### src/rtl/uart_frame_loader.sv
// uart_frame_loader: receives 8N1 UART bytes (optionally 8E1) and writes each
// valid byte into a frame buffer at an auto-incrementing address that wraps
// every FRAME_BYTES bytes.
// Optional feature: define UART_PARITY_EN to expect one even-parity bit after
// data bit 7; a parity mismatch drops the byte and pulses frame_err.
// Ports:
//   clk, reset       : system clock (rising edge), synchronous active-high reset
//   rx               : asynchronous serial input, idle high, LSB first
//   addr_clr         : return the write pointer to 0
//   wr_en/wr_addr/wr_data : one-cycle BRAM write strobe, address and byte
//   frame_done       : pulses with the write of the last byte of a frame
//   frame_err        : pulses when a byte is dropped (stop or parity error)
//   busy             : receiver is not idle
module uart_frame_loader #(
  parameter int CLKS_PER_BIT = 868,
  parameter int ADDR_BITS    = 16,
  parameter int FRAME_BYTES  = 65536
) (
  input  logic                 clk,
  input  logic                 reset,
  input  logic                 rx,
  input  logic                 addr_clr,
  output logic                 wr_en,
  output logic [ADDR_BITS-1:0] wr_addr,
  output logic [7:0]           wr_data,
  output logic                 frame_done,
  output logic                 frame_err,
  output logic                 busy
);

  localparam logic [11:0]          HALF_M1   = 12'(CLKS_PER_BIT / 2 - 1);
  localparam logic [11:0]          FULL_M1   = 12'(CLKS_PER_BIT - 1);
  localparam logic [ADDR_BITS-1:0] LAST_ADDR = ADDR_BITS'(FRAME_BYTES - 1);

  typedef enum logic [2:0] {
    IDLE,
    START,
    DATA,
`ifdef UART_PARITY_EN
    PARITY,
`endif
    STOP,
    WAIT_HIGH
  } state_t;

  state_t state, state_nxt;

  logic                 rx_meta, rx_sync;
  logic [11:0]          timer, timer_nxt;
  logic [7:0]           shreg, shreg_nxt;
  logic [2:0]           bit_cnt, bit_cnt_nxt;
  logic [ADDR_BITS-1:0] ptr;
  logic                 byte_ok;   // stop bit good and byte not already dropped
  logic                 byte_err;  // first error detected for this byte
  logic [ADDR_BITS-1:0] launch_addr;

`ifdef UART_PARITY_EN
  logic par_bad, par_bad_nxt;
`endif

  assign busy = (state != IDLE);

  // A clear in the same cycle the write is launched already redirects that
  // write to address 0, so the write and the pointer stay consistent.
  assign launch_addr = addr_clr ? '0 : ptr;

  always_comb begin
    state_nxt   = state;
    timer_nxt   = timer + 12'd1;
    shreg_nxt   = shreg;
    bit_cnt_nxt = bit_cnt;
    byte_ok     = 1'b0;
    byte_err    = 1'b0;
`ifdef UART_PARITY_EN
    par_bad_nxt = par_bad;
`endif
    case (state)
      IDLE: begin
        timer_nxt = '0;
`ifdef UART_PARITY_EN
        par_bad_nxt = 1'b0;
`endif
        if (!rx_sync) state_nxt = START;
      end
      START: begin
        // Re-check the line at mid start bit; a high line was only a glitch.
        if (timer == HALF_M1) begin
          timer_nxt   = '0;
          bit_cnt_nxt = '0;
          state_nxt   = rx_sync ? IDLE : DATA;
        end
      end
      DATA: begin
        if (timer == FULL_M1) begin
          timer_nxt   = '0;
          shreg_nxt   = {rx_sync, shreg[7:1]};
          bit_cnt_nxt = bit_cnt + 3'd1;
          if (bit_cnt == 3'd7) begin
`ifdef UART_PARITY_EN
            state_nxt = PARITY;
`else
            state_nxt = STOP;
`endif
          end
        end
      end
`ifdef UART_PARITY_EN
      PARITY: begin
        // Even parity: the parity bit equals the XOR of the data bits.
        if (timer == FULL_M1) begin
          timer_nxt = '0;
          state_nxt = STOP;
          if (rx_sync != ^shreg) begin
            par_bad_nxt = 1'b1;
            byte_err    = 1'b1;
          end
        end
      end
`endif
      STOP: begin
        if (timer == FULL_M1) begin
          timer_nxt = '0;
          if (rx_sync) begin
            state_nxt = IDLE;
`ifdef UART_PARITY_EN
            byte_ok = !par_bad;
`else
            byte_ok = 1'b1;
`endif
          end else begin
            state_nxt = WAIT_HIGH;
`ifdef UART_PARITY_EN
            byte_err = !par_bad;  // a parity drop already reported this byte
`else
            byte_err = 1'b1;
`endif
          end
        end
      end
      WAIT_HIGH: begin
        // Line stuck low (break or bad stop): wait for idle before rearming.
        timer_nxt = '0;
        if (rx_sync) state_nxt = IDLE;
      end
      default: state_nxt = IDLE;
    endcase
  end

  always_ff @(posedge clk) begin
    if (reset) begin
      state   <= IDLE;
      rx_meta <= 1'b1;
      rx_sync <= 1'b1;
      timer   <= '0;
      shreg   <= '0;
      bit_cnt <= '0;
`ifdef UART_PARITY_EN
      par_bad <= 1'b0;
`endif
    end else begin
      state   <= state_nxt;
      rx_meta <= rx;
      rx_sync <= rx_meta;
      timer   <= timer_nxt;
      shreg   <= shreg_nxt;
      bit_cnt <= bit_cnt_nxt;
`ifdef UART_PARITY_EN
      par_bad <= par_bad_nxt;
`endif
    end
  end

  always_ff @(posedge clk) begin
    if (reset) begin
      wr_en      <= 1'b0;
      wr_addr    <= '0;
      wr_data    <= '0;
      frame_done <= 1'b0;
      frame_err  <= 1'b0;
      ptr        <= '0;
    end else begin
      wr_en      <= byte_ok;
      frame_err  <= byte_err;
      frame_done <= 1'b0;
      if (byte_ok) begin
        wr_addr    <= launch_addr;
        wr_data    <= shreg;
        frame_done <= (launch_addr == LAST_ADDR);
      end
      // Advance from the address actually written; a clear always wins.
      if (addr_clr)
        ptr <= '0;
      else if (wr_en)
        ptr <= (wr_addr == LAST_ADDR) ? '0 : wr_addr + ADDR_BITS'(1);
    end
  end

endmodule

### config.mk
export PLATFORM = sky130hd
export DESIGN_NAME = uart_frame_loader
export DESIGN_NICKNAME = d
export VERILOG_FILES = /design/src/rtl/uart_frame_loader.sv
export SDC_FILE = /design/constraint.sdc
export NUM_CORES = 1
export LEC_CHECK = 0
export CORE_MARGIN = 2
export CORE_UTILIZATION = 45
export CTS_CLUSTER_SIZE = 14
export DETAILED_ROUTE_END_ITERATION = 12
export DONT_BUFFER_PORTS = 1
export GPL_TIMING_DRIVEN = 0
export PLACE_DENSITY = 0.73
export SLEW_MARGIN = 20
export SYNTH_ARGS = -nofsm -noshare
export SYNTH_HDL_FRONTEND = slang
export SYNTH_SLANG_ARGS = --single-unit
### constraint.sdc
create_clock -name clk -period 2.2 [get_ports clk]
set_clock_uncertainty 0.05 [all_clocks]
set_input_delay 0.33 -clock clk [delete_from_list [all_inputs] [get_ports clk]]
set_output_delay 0.33 -clock clk [all_outputs]
set_load 0.01 [all_outputs]
==> reports/metrics.cfg, run 1 <==
[timing]
timing.fmax_mhz=467
final_hold_viol_count=0
period_minus_slack_ns=2.14
period_share_pct=97.3
finalSetupViolations=0
worstMarginPinSlew_ns=1.04
drv_slew=0
finalHoldWorstSlack_ns=0.0443
fin_ws_ns=0.0594
maxSlewHeadroom_pct=30.1

[placed_design]
io_buffers=0
dpl_worst_slack_ns=-0.0195
hpwlAfterDp_um=4750
dp.cells=448
gp_congestion=0.845

[global_route]
grt_max_degree=12
grt_pass1_vias=2553
antenna_found_initial=0
busiest_layer=met2
grt_usage_pct=19.5
use_met3_pct=6.35
use_met1_pct=23.2
groute.layer.met2.usage_pct=32.7
grt_pass1_wl_um=11700
grt_overflow=0

[critical_path]
cp-start-kind=register
cp-end-kind=register
crit_top_cell=or4_4
path_cells=or4_4 > or4_4 > buf_4 > buf_6 > nand2_1 > a21oi_1
max_stage_delay_ns=0.59
cp_slowest_cell=or4_4
crit_arrival_ns=2.29
worst-path-max-fanout=10
cp.required_ns=2.35
crit_type=reg2reg

[layout]
fin_nets=393
layout-drive-gt1-share_pct=9.77
nFillCells=635
area_growth_pct=11.3
diodes=0
instances_no_fill=469

[synthesis]
synth.top_cell.area_share_pct=45.5
netlist_area_um2=3120
ys_seq_elements=71
synth_edf_count=0
avgSynthCellArea_um2=8.48
yosysTopAreaCell=dfxtp_1
ys_seq_area_share_pct=45.5
synth-async-reset-ratio_pct=0
synthTopCellsByArea=dfxtp_1, nand2_1, a21oi_1
post_synth_num_cell_types=45
ys.flop_type=dfxtp_1
syn-num-nets=377
ys_warn_count=0
synthCells=368

[power]
leakagePower_nw=1.11
powerDensity_nw_per_um2=679
finalPower_w=0.00236
ir_worst_vdd_uv=515

[detailed_routing]
drc=0
wl_per_cell_um=14.7
viasPerCell=5.60
postRouteAntennaNets=0
num_vias=2625
wl_um=6890
drt_iter0_markers=104
drt-pass1-iter-count=4

[clocking]
cts.sinks=71
clk_pin_slew_ns=0.07
htree_num_levels=3
clkLatencyLatePin_ns=0.34
tritoncts=built
cts-root-buf=clkbuf_8
clockBufferDepth=2
cts_buffers=9

[die]
core_area_um2=6760
rows=30
initial_core_util_pct=46.2
die_height_um=87.3
io_pins=32
dieWidth_um=87.3
dieArea_um2=7620

[hold_path]
hp-class=in2reg

[run_status]
status=complete, no violations

[run]
drv_cap=0

Yosys cell counts, types with 3 or more instances:
master and number:
a21oi_1 35, ha_1 5, nand3b_1 16, dfxtp_1 71, nor2_1 21, buf_2 3, or3_1 5, xor2_1 12
nand4b_1 3, and4_1 4, a31oi_1 5, nand3_1 14, nand2_1 67, nor3_1 6, inv_1 6, buf_6 3
xnor2_1 9, clkbuf_1 16, o21ai_0 17, nand4_1 15, and3_1 4
layout by cell type, fill, tap and decap left out, drive strengths merged, types with 12 or more instances in the layout:
cell type  netlist  final
nand2           67     67
a21oi           35     35
nor2            21     21
dfxtp           71     71
clkbuf          16     29
nand3b          16     16
o21ai           17     17
buf              7     12
xor2            12     12
nand3           15     15
nand4           15     15
cells by family after synthesis:
logic type      synth area share, %
xor+xnor                       5.89
mux                           0.321
fa+ha+maj                      2.00
flops                          45.5
simple gates                   29.9
buf+inv                        4.45
compound gates                 11.9
flip-flops by register name, summed over array words and instances, names as in the netlist:
signal / count
wr_data: 8
frame_err: 1
shreg: 8
ptr: 16
rx_sync: 1
wr_addr: 16
wr_en: 1
bit_cnt: 3
timer: 12
rx_meta: 1
frame_done: 1
state: 3
critical path: cells and delay by family, from the launching register on:
kind                   cells  cell delay, ns
buffers and inverters      2            0.33
AND/OR/NAND/NOR            3            1.21
AO/OA/AOI/OAI              1            0.07
flip-flops                 1            0.35
per-stage QoR:
stage	util (%)	setup TNS (ns)	instance area, um^2
5_1_grt	51.4	-0.00169	3480
3_5_place_dp	47.7	-0.0837	3220
3_3_place_gp	47.7	0	3220
6_report	51.4	0	3480
4_1_cts	50.7	0	3420
2_1_floorplan	-	0	3120
timing repair:
action / 4_1_cts / 5_1_grt
buffers inserted: 0 / 5
hold buffers: 0 / 0
pin swaps: 1 / 2
resized for setup: 3 / 6
setup endpoints to repair: 20 / 55
hold endpoints to repair: 0 / 0
power breakdown:
group	switching, W	internal [W]
Combinational	0.0000353	0.0000146
Sequential	0.00000174	0.00129
Clock	0.000466	0.000555
per-layer routing:
metal	vias up	part of all wire, %
li1	1321	-
met1	1256	46
met2	44	49
met3	4	4.8
met4	0	0.54
met5	-	0
final cells by class:
type                    count  area, um^2  area share [%]
repair buffers              5        37.5            1.08
multi-input cells         268        1580            45.4
plain buffers              23         121            3.49
clock buffers              13         149            4.28
flip-flops and latches     71        1420            41.0
inverters                   6        22.5           0.648
well taps                  80         100            2.88
clock inverters             3        42.5            1.22
worst paths after layout:
check	from	to	slack (ns)	cells after the start
worst max-delay path	timer[11]	wr_addr[1]	0.06	6
worst max register to register	timer[11]	wr_addr[1]	0.06	6
worst min register to register	rx_meta	rx_sync	0.36	1
worst min-delay path	rx	rx_meta	0.04	1
Power figures use the tool's default switching activity.
==> run 2, diff against run 1 <==
CORE_MARGIN = 4   (was 2)
PLACE_DENSITY = 0.66   (was 0.73)
==> run 2 against run 1 <==
Effect of this change:
- power grew 6.7%
- critical path depth stayed put
- critical path type unchanged
- non-clock buffer count down 3
- largest power group unchanged
==> reports/metrics.cfg, run 2 (same netlist as run 1, synthesis figures left out) <==
[run_status]
status=complete, no violations

[timing]
worstMarginPinSlew_ns=0.638
tns_ns=0
period_minus_slack_ns=2.11
drv_slew=0
maxSlewHeadroom_pct=57.2
period_share_pct=96.1
final_hold_viol_count=0
timing.fmax_mhz=473
finalHoldWorstSlack_ns=0.0372
finalSetupViolations=0

[layout]
diodes=0
layout_commonest_cell=dfxtp_1
top_regs=ptr x16, wr_addr x16, timer x12
final_cell_mix=dfxtp_1, nand2_1, a21oi_1, nor2_1, o21ai_0
instances_no_fill=465
nFillCells=649
area_growth_pct=12.1
fin_nets=390
layout-drive-gt1-share_pct=9.35
finalInstanceArea_um2=3500

[critical_path]
cp.required_ns=2.34
crit_type=reg2reg
crit_arrival_ns=2.26
cp-start-kind=register
max_stage_delay_ns=0.57
cp_slowest_cell=or4_4
path_cells=or4_4 > or4_1 > buf_4 > buf_6 > nand2_1 > a21oi_1
cp-end-kind=register
worst-path-max-fanout=10

[clocking]
clk_pin_slew_ns=0.08
cts_buffers=9
cts-root-buf=clkbuf_8
htree_num_levels=3
tritoncts=built
cts.sinks=71
clkLatencyLatePin_ns=0.34
clockBufferDepth=2

[power]
power_frac_seq_pct=51.2
leakagePower_nw=1.12
switching_share_pct=19.5
comb_power_share_pct=2.1
powerDensity_nw_per_um2=719
intPower_w=0.00203
clkPwrFrac_pct=46.6
ir_worst_vdd_uv=420
finalPower_w=0.00252
power.switching_w=0.000490

[global_route]
grt_overflow=0
grt_pass1_vias=2419
antenna_found_initial=0
grt_usage_pct=17.2
grt_pass1_wl_um=11700
grt_max_degree=12

[detailed_routing]
postRouteAntennaNets=0
wl_um=6950
drt_iter0_markers=120
wl_met2_um=3370
drt-pass1-iter-count=4
top_layer_used=met4
wl_met1_um=3200
num_vias=2572
dr_wl_met3_um=316
wl_per_cell_um=14.9
drc=0
viasPerCell=5.53

[die]
initial_core_util_pct=46.2
core_area_um2=6760
dieWidth_um=91.3
io_pins=32
dieArea_um2=8330
rows=30
die_height_um=91.3

[placed_design]
placed_area_um2=3220
gp_congestion=0.795
io_buffers=0
hpwlAfterDp_um=4960
dp.cells=448

[run]
drv_cap=0

[hold_path]
hp-class=in2reg

run 2: stage by stage:
step	utilization (%)	setup WS, ns
3_3_place_gp	47.7	-0.0508
5_1_grt	51.8	-0.00207
3_5_place_dp	47.7	-0.0711
6_report	51.8	0.0867
4_1_cts	51.2	0.0151
2_1_floorplan	-	0.144
run 2: routing by layer:
| layer | global-route usage [%] | up-vias |
|---|---|---|
| met5 | 0 | - |
| met4 | 4.40 | 0 |
| met3 | 5.05 | 8 |
| met2 | 29.7 | 49 |
| met1 | 21.0 | 1197 |
| li1 | - | 1318 |
run 2: final timing paths:
| kind | start | end | slack, ns | cells after the start |
|---|---|---|---|---|
| worst min register to register | rx_meta | rx_sync | 0.37 | 1 |
| worst max-delay path | timer[3] | wr_addr[0] | 0.09 | 6 |
| worst min-delay path | rx | rx_meta | 0.04 | 1 |
| worst max register to register | timer[3] | wr_addr[0] | 0.09 | 6 |
run 2: cell type report:
type	count	area [um^2]	area share (%)
well taps	80	100	2.86
inverters	6	22.5	0.644
multi-input cells	268	1590	45.4
plain buffers	23	119	3.40
flip-flops and latches	71	1420	40.7
repair buffers	2	15.0	0.429
clock inverters	3	65.1	1.86
clock buffers	12	165	4.72
run 2: repair_timing:
action / 4_1_cts / 5_1_grt
endpoints found under the hold margin: 0 / 0
endpoints found under the setup margin: 8 / 45
buffers inserted: 0 / 2
hold buffers: 0 / 0
resized for setup: 2 / 4
pin swaps: 1 / 2
run 2: critical path, delay by kind of cell, from the launching register on:
kind / cells / cell delay, ns
AOI/OAI and AO/OA: 1 / 0.06
buffers and inverters: 2 / 0.32
DFF: 1 / 0.36
and+or+nand+nor: 3 / 1.17
run 2: power groups by stage:
| stage | Sequential, W | Combinational [W] | Clock, W |
|---|---|---|---|
| CTS | 0.00129 | 0.0000511 | 0.00120 |
| finish | 0.00129 | 0.0000530 | 0.00117 |
| floorplan | 0.00132 | 0.0000364 | 0 |
| detailed placement | 0.00132 | 0.0000511 | 0 |
| global route | 0.00129 | 0.0000581 | 0.00125 |
| global placement | 0.00132 | 0.0000498 | 0 |
==> run 3, diff against run 2 <==
ABC_AREA = 1   (was not set)
GPL_TIMING_DRIVEN = not set   (was 0)
==> run 3 against run 2 <==
Effect of this change:
- cell area up 3.5%
- sequential cell count did not move
- hold slack lost 0.017 ns
- combinational power grew to 9.2 times the previous value
- largest power group unchanged
- critical path type unchanged
- die area rose by 6.4%
==> reports/metrics.cfg, run 3 <==
[run_status]
status=complete, no violations

[critical_path]
cp-end-kind=register
worst-path-max-fanout=13
cp-start-kind=register
crit_arrival_ns=2.16
crit_type=reg2reg
cp.required_ns=2.41

[detailed_routing]
wl_per_cell_um=13.4
drc=0
drt_iter0_markers=95
postRouteAntennaNets=0
viasPerCell=5.04
wl_um=6910
num_vias=2599
drt-pass1-iter-count=5

[synthesis]
syn-num-nets=417
synth_commonest_cells=dfxtp_1, nand2_1, inv_1, nand3_1, nor2_1
synth_edf_count=0
ys_seq_elements=71
synth-async-reset-ratio_pct=0
avgSynthCellArea_um2=8.19
synth.top_cell.area_share_pct=42.5
ys_warn_count=0
yosysMostFrequentCell=dfxtp_1
post_synth_num_cell_types=39
ys_seq_area_share_pct=42.5
yosysTopAreaCell=dfxtp_1
synthCells=408
ys.flop_type=dfxtp_1
netlist_area_um2=3340
synthTopCellsByArea=dfxtp_1, nand2_1, nand3_1

[layout]
multi_input_area_um2=1600
fin_nets=421
diodes=0
ff_latch_area_um2=1420
area_growth_pct=8.43
top_regs=ptr x16, wr_addr x16, timer x12
layout_commonest_cell=dfxtp_1
layout-drive-gt1-share_pct=21.1
final_cell_mix=dfxtp_1, nand2_1, inv_1, nand3_1, nor2_1
nFillCells=677

[die]
io_pins=32
core_area_um2=7250
initial_core_util_pct=46.1
rows=31
die_height_um=94.2
dieArea_um2=8870
dieWidth_um=94.2

[global_route]
antenna_found_initial=0
grt_max_degree=20
grt_usage_pct=16.8
grt_overflow=0
grt_pass1_vias=2544
grt_pass1_wl_um=11700

[clocking]
cts_resized=0
htree_num_levels=3
clk_pin_slew_ns=0.07
clkLatencyLatePin_ns=0.34
post-cts-setup-buffers=0
cts_hold_buf=0
cts.sinks=71
clockBufferDepth=2
tritoncts=built
cts-root-buf=clkbuf_8
cts_buffers=9

[timing]
period_share_pct=88.7
drv_slew=0
finalSetupViolations=0
final_hold_viol_count=0
maxSlewHeadroom_pct=62.3
period_minus_slack_ns=1.95
timing.fmax_mhz=512
rsz0062_at_grt=false
tns_ns=0
worstMarginPinSlew_ns=0.565

[power]
powerDensity_nw_per_um2=841
ir_worst_vdd_uv=509
leakagePower_nw=1.41
finalPower_w=0.00305

[run]
drv_cap=0

[placed_design]
io_buffers=0
hpwlAfterDp_um=4970
gp_congestion=0.868

[hold_path]
hp-class=in2reg

==> run 3: through the flow <==
| stage | utilization (%) | hold WS (ns) | std cells | area (um^2) | setup slack [ns] |
|---|---|---|---|---|---|
| 5_1_grt | 49.9 | 0.00288 | 516 | 3620 | 0.0739 |
| 2_1_floorplan | - | 0.339 | 408 | 3340 | 0.595 |
| 4_1_cts | 49.9 | 0.00900 | 516 | 3620 | 0.198 |
| 6_report | 49.9 | 0.0204 | 516 | 3620 | 0.249 |
| 3_5_place_dp | 46.9 | 0.347 | 500 | 3400 | 0.262 |
| 3_3_place_gp | 46.9 | 0.346 | 500 | 3400 | 0.333 |
==> run 3: power breakdown <==
part,leakage (nW),internal (W),switching [W],total (W)
Clock,0.114,0.000700,0.000470,0.00117
Combinational,0.724,0.000154,0.000336,0.000490
Sequential,0.573,0.00134,0.0000472,0.00139
==> run 3: cell families after synthesis <==
group	synth area share (%)
flops	42.5
buf+inv	9.48
fa+ha+maj	1.87
simple gates	29.7
xor+xnor	4.19
compound gates	12.2
==> run 3: area by class of cell <==
cell class	count	area share (%)
inverters	59	6.29
clock buffers	13	4.39
well taps	99	3.42
flip-flops and latches	71	39.2
repair buffers	3	0.622
multi-input cells	268	44.2
clock inverters	3	1.80
==> run 3: path summary, 6_finish.rpt <==
path              startpoint    endpoint  slack, ns  cells after the start
hold / removal         reset   frame_err       0.02                      1
hold reg to reg      rx_meta     rx_sync       0.36                      1
setup / recovery    timer[0]  wr_addr[4]       0.25                      9
setup reg to reg    timer[0]  wr_addr[4]       0.25                      9
==> run 3: critical path, stage by stage (launching register included) <==
cell	delay, ns
dfxtp_1	0.38
ha_1	0.24
nand3_1	0.15
nor2_4	0.17
nand2_4	0.08
clkinv_4	0.08
nand3_4	0.16
nor2_4	0.39
nand2_1	0.08
o21ai_0	0.08
==> run 3: layer usage <==
metal	wire length, um	global-route usage (%)
met4	140	7.70
met2	3090	26.9
met5	0	0
met3	523	5.93
met1	3160	20.1
